<file path="src/rtl/ram_seq_ctrl.sv">
// Sequencer for the single-port BRAM counter demo: fills every word with an arithmetic pattern,
// then plays words back one per slow-tick rising edge. Optional macro: RAM_SEQ_DIR_EN (dir_in).
module ram_seq_ctrl #(
  parameter int unsigned ADDR_W   = 4,
  parameter int unsigned DATA_W   = 8,
  parameter int unsigned INIT_VAL = 0,
  parameter int unsigned STEP     = 1
) (
  input  logic              clk_in,
  input  logic              rst,
  input  logic              tick_in,
  input  logic              start,
  input  logic              stop,
`ifdef RAM_SEQ_DIR_EN
  input  logic              dir_in,
`endif
  output logic [ADDR_W-1:0] ram_addr,
  output logic              ram_we,
  output logic [DATA_W-1:0] ram_wdata,
  input  logic [DATA_W-1:0] ram_rdata,
  output logic [DATA_W-1:0] disp_data,
  output logic              disp_valid,
  output logic              busy,
  output logic [1:0]        state_o
);

  typedef enum logic [1:0] {
    StIdle = 2'd0,
    StFill = 2'd1,
    StPlay = 2'd2,
    StWait = 2'd3
  } state_e;

  localparam logic [ADDR_W-1:0] AddrLast = {ADDR_W{1'b1}};
  localparam logic [DATA_W-1:0] InitW    = DATA_W'(INIT_VAL);
  localparam logic [DATA_W-1:0] StepW    = DATA_W'(STEP);

  state_e            state;
  logic              tick_d;
  logic              tick_edge;
  logic [ADDR_W-1:0] play_next;

  assign tick_edge = tick_in & ~tick_d;
  assign busy      = (state != StIdle);
  assign state_o   = state;

  // Next playback address; wraps naturally in ADDR_W bits.
  always_comb begin
    play_next = ram_addr + ADDR_W'(1);
`ifdef RAM_SEQ_DIR_EN
    if (dir_in) begin
      play_next = ram_addr - ADDR_W'(1);
    end
`endif
  end

  always_ff @(posedge clk_in) begin
    if (rst) begin
      state      <= StIdle;
      ram_addr   <= '0;
      ram_we     <= 1'b0;
      ram_wdata  <= '0;
      disp_data  <= '0;
      disp_valid <= 1'b0;
      tick_d     <= 1'b1;
    end else begin
      tick_d     <= tick_in;
      disp_valid <= 1'b0;
      unique case (state)
        StIdle: begin
          ram_we <= 1'b0;
          if (start && !stop) begin
            state     <= StFill;
            ram_addr  <= '0;
            ram_we    <= 1'b1;
            ram_wdata <= InitW;
          end
        end
        StFill: begin
          if (stop) begin
            state  <= StIdle;
            ram_we <= 1'b0;
          end else if (ram_addr == AddrLast) begin
            state    <= StPlay;
            ram_we   <= 1'b0;
            ram_addr <= '0;
          end else begin
            // Running sum equals INIT_VAL + addr*STEP modulo 2^DATA_W.
            ram_addr  <= ram_addr + ADDR_W'(1);
            ram_wdata <= ram_wdata + StepW;
          end
        end
        StPlay: begin
          ram_we <= 1'b0;
          if (stop) begin
            state <= StIdle;
          end else if (tick_edge) begin
            state <= StWait;
          end
        end
        StWait: begin
          ram_we <= 1'b0;
          if (stop) begin
            state <= StIdle;
          end else begin
            disp_data  <= ram_rdata;
            disp_valid <= 1'b1;
            ram_addr   <= play_next;
            state      <= StPlay;
          end
        end
        default: begin
          state  <= StIdle;
          ram_we <= 1'b0;
        end
      endcase
    end
  end

endmodule

</file>
<file path="config.mk">
export PLATFORM = sky130hd
export DESIGN_NAME = ram_seq_ctrl
export DESIGN_NICKNAME = d
export VERILOG_FILES = /design/src/rtl/ram_seq_ctrl.sv
export SDC_FILE = /design/constraint.sdc
export NUM_CORES = 1
export LEC_CHECK = 0
export BUFFER_PORTS_ARGS = -buffer_cell sky130_fd_sc_hd__buf_2
export CORE_MARGIN = 2
export CORE_UTILIZATION = 48
export DETAILED_ROUTE_END_ITERATION = 10
export HOLD_SLACK_MARGIN = 0.06
export PLACE_DENSITY = 0.73
export SLEW_MARGIN = 5
export SYNTH_ARGS = -nofsm -noshare
export SYNTH_HDL_FRONTEND = slang
export SYNTH_SLANG_ARGS = --single-unit
export TNS_END_PERCENT = 30
</file>
<file path="constraint.sdc">
create_clock -name clk_in -period 2 [get_ports clk_in]
set_input_delay 0.4 -clock clk_in [delete_from_list [all_inputs] [get_ports clk_in]]
set_output_delay 0.4 -clock clk_in [all_outputs]
set_load 0.005 [all_outputs]
</file>
# Yosys cells after proc, flatten, opt, wreduce, memory -nomap -nowiden
# Cells that the tools add are included.
# word_totals
regBits	25
in_bits	13
output_inout_bits	25
wordCells	56
# op_classes
addsub	2
eq_ne	10
n_mux	21
n_bitwise	4
reduce_logical	12
# ops
op	count
8-bit two-way mux	3
4-bit two-way mux	4
8-bit one-hot mux with 2 select lines	1
2-bit two-way mux	6
4-bit one-hot mux with 3 select lines	1
8-bit by 1-bit adder with 8-bit output, second input constant	1
2-bit inequality test, second input constant	4
2-bit one-hot mux with 4 select lines	1
4-bit AND reduction	2
3-bit inequality test, second input constant	2
4-bit by 1-bit adder with 4-bit output, second input constant	1
2-bit == test, second input constant	2
4-bit == test, second input constant	1
1-bit two-way mux	4
2-bit nonzero test	2
2-bit OR reduction	2
1-bit inverter	3
1-bit one-hot mux with 3 select lines	1
3-bit AND reduction	1
3-bit nonzero test	1
2-bit by 1-bit == test with 1-bit output, second input constant	1
2-bit zero test	1
2-bit AND reduction	1
1-bit AND	1
2 further kinds	2

# Longest topological paths before layout
# logic_depth
word_depth	5
mapped_depth	6

# Least setup slack after synthesis
# No wires, ideal clock.
# synth_path
path_kind	flip-flop to flip-flop
startpoint	register ram_addr[0]
endpoint	register ram_wdata[1]
arrival_time_ns	1.528
required_time_ns	1.930
setup_slack_ns	0.401
path_stages_with_launch	7
path_buffers	1
period_less_slack_ns	1.599
path_cell_list	dfxtp_1 -> ha_1 -> nand3_1 -> and2_1 -> clkbuf_1 -> or3b_1 -> a21oi_1
# synth_via
elab_chain_cells	3
# synth_rtl
element	line	source
from (decl)	17	output logic [ADDR_W-1:0] ram_addr,
from (signal assigned)	89	ram_addr <= ram_addr + ADDR_W'(1);
from (signal assigned)	108	ram_addr <= play_next;
4-bit == test	83	end else if (ram_addr == AddrLast) begin
2-bit inequality test (no line)	--	
4-bit AND reduction (no line)	--	
to (signal assigned)	76	ram_wdata <= InitW;
to (signal assigned)	90	ram_wdata <= ram_wdata + StepW;
to (decl)	19	output logic [DATA_W-1:0] ram_wdata,
# Every way passes these cells.
# A chain may end at the register's enable or synchronous reset.

# Final worst setup path
# Ends and elaborated chain as after synthesis.

==> metrics.txt <==
most common cell in the netlist dfxtp_1; RSZ-0062 raised after global routing no; vias in the first global route approximately 940; dominant cells by area after synthesis dfxtp_1 (45%), a21oi_1 (6.4%), nand3_1 (5.5%), nand2_1 (5.1%), nor2_1 (3.4%); initial antenna violation count 0; Worst Tran Pin Value approximately 380 ps; status completed; # setup viols final 0; Synthesis Warnings 0; crit path max-delay cell type dfxtp_1; via count 1028; Final Hold Fails 0; Syn-to-layout area delta 20.45%; clk sinks 25; post-CTS sizing 0; leak pwr slightly below 0.6 nW; Met2 Routed Length 1170 um; worst skew pair latency 320 ps; arrival time worst endpoint 1980 ps; Yosys cell types 37; gr usage total 0.2075; Synth top area share 0.4545; Crit Path Class reg -> reg; Initial Utilization 0.5026; Max Clk Rate slightly below 600 MHz; post-synthesis register bit count 25; Mapped Cells between 100 and 150; first-pass GRT wire length just over 4000 um; Placed Area approximately 1300 um^2; Die X around 52 um; EDFF count, synth 0; worst hold path class in -> reg; CP cell instances ha_1, nand3_1, and2_1, or3b_1, a21oi_1; # IOs 38; Max transition margin 0.7442; Clock Tree Root clkbuf_4; drt initial violations 21; Routed WL between 2000 and 2500 um; buffers added on ports 37; largest stage delay on the critical path 440 ps; ys flop type dfxtp_1; First-pass DRT Iterations 4; top layer used by detailed routing met4; Core Box Area between 2000 and 2500 um^2; largest net degree at the start of global routing 21; ratio of cells with drive above 1 in the final layout 0.3006; Post-Syn Nets approximately 140; Post-Syn Area about 1100 um^2; drt drc 0; CTS max path bufs 2; area of the multi-input gates between 500 and 600 um^2; Detail Route met3 WL 83 um; Reg clk slew, reported paths about 140 ps; setup bufs post-CTS 0; Crit path required time ~2300 ps; GPL Wtd Cong around 0.77; num rows 17; total congestion overflow 0; setup tns final 0 ps; Via density 5.382; startpoint types flop; maxcap violations 0; die area 2693 um^2; final clock skew 7.265 ps; leading area contributor after synthesis dfxtp_1; Tmin final about 1700 ps; Metal-1 WL between 1000 and 1500 um; TritonCTS clock tree yes; # nets final ~180; CTS Buf Count 3; DR WL/cell around 13 um; CTS H-tree lvls 1; # hold bufs at CTS 0; fraction of registers with async set/reset 0; Worst Setup End Kind flop; Reg area between 500 and 600 um^2; Post-synth top cells dfxtp_1 (25), nand2_1 (15), a21oi_1 (14), nand3_1 (12), nor2_1 (10); ant diodes 0; cell area after layout 1326 um^2; pwr/cell area roughly 620 nW/um^2; syn avg cell area between 8 and 9 um^2; Peak supply drop slightly above 500 uV; Chip Height between 50 and 60 um; fin. max-slew vios 0; Fill cells 218; maximum fanout along the worst path 6; Post-DRT Antenna Nets 0; Seq/Total Area, Yosys 0.4545; DP HPWL 1827 um; Final period util 0.8587
## path summary, 6_finish.rpt
kind,from,to,slack (ps),cells past startpoint
worst max-delay path,ram_addr[0]$_SDFFE_PP0P_,ram_wdata[1]$_SDFFE_PP0P_,280,5
worst min-delay path,tick_in,tick_d$_SDFF_PP1_,260,2
worst max register to register,ram_addr[0]$_SDFFE_PP0P_,ram_wdata[1]$_SDFFE_PP0P_,280,5
worst min register to register,disp_data[6]$_SDFFE_PP0P_,disp_data[6]$_SDFFE_PP0P_,470,2
## registers in the layout, indices dropped and copies added (netlist names)
name / flops
disp_data: 8
disp_valid: 1
ram_addr: 4
ram_wdata: 8
ram_we: 1
state_o: 2
tick_d: 1
## worst max-delay path: cells and delay by family (launching register included)
kind                       cells  cell delay (ps)
AOI/OAI and AO/OA              1              120
adders and majority gates      1              220
and+or+nand+nor                3              880
DFF                            1              440
## placed cells by master, fill, tap and decap left out, drive strengths merged, types with 2 or more instances in the layout
cell type / instances
a21oi: 14
and2: 2
buf: 40
clkbuf: 3
dfxtp: 25
ha: 2
nand2: 15
nand3: 12
nand3b: 2
nand4: 2
nor2: 10
nor2b: 4
nor3: 2
nor3b: 2
o211ai: 2
o21ai: 2
or2: 3
or4: 2
xor2: 3
## through the flow
step / worst slack [ps] / util / power, mW / instances / hold WS, ps
2_1_floorplan: 401.3 / - / 0.5785 / 128 / 452.7
3_3_place_gp: 375.7 / 0.5928 / 0.6073 / 187 / 439.9
3_5_place_dp: 327.9 / 0.5928 / 0.6096 / 187 / 446.3
4_1_cts: 299.5 / 0.6054 / 0.8359 / 191 / 256.4
5_1_grt: 103.7 / 0.6054 / 0.8611 / 191 / 268.7
6_report: 282.5 / 0.6054 / 0.8240 / 191 / 264.1
## power breakdown
part	internal [mW]	leakage, nW	switching [mW]
sequential	0.506	0.202	0.0100
clock	0.0749	0.0177	0.150
combinational	0.0371	0.367	0.0457
total	0.618	0.587	0.206
## per-layer routing
layer  vias to the layer above  GRT usage
li1                        519          -
met1                       485     0.2626
met2                        20     0.3354
met3                         4    0.03448
met4                         0     0.1096
met5                         -          0
## cell families (layout without fill, tap and decap cells)
| group | after synthesis | in the layout | synth area share |
|---|---|---|---|
| xor+xnor | 4 | 4 | 0.03182 |
| flops | 25 | 25 | 0.4545 |
| simple gates | 63 | 63 | 0.3182 |
| buf+inv | 10 | 45 | 0.04431 |
| compound gates | 24 | 24 | 0.1284 |
| fa+ha+maj | 2 | 2 | 0.02272 |
## area by class of cell
type,count,area share
clock buffer,3,0.01698
tap,28,0.02642
inverter,1,0.002830
timing repair buffer,40,0.1566
multi-input combinational,93,0.4160
sequential,25,0.3774
clock inverter,1,0.003774
Power figures use the tool's default switching activity.
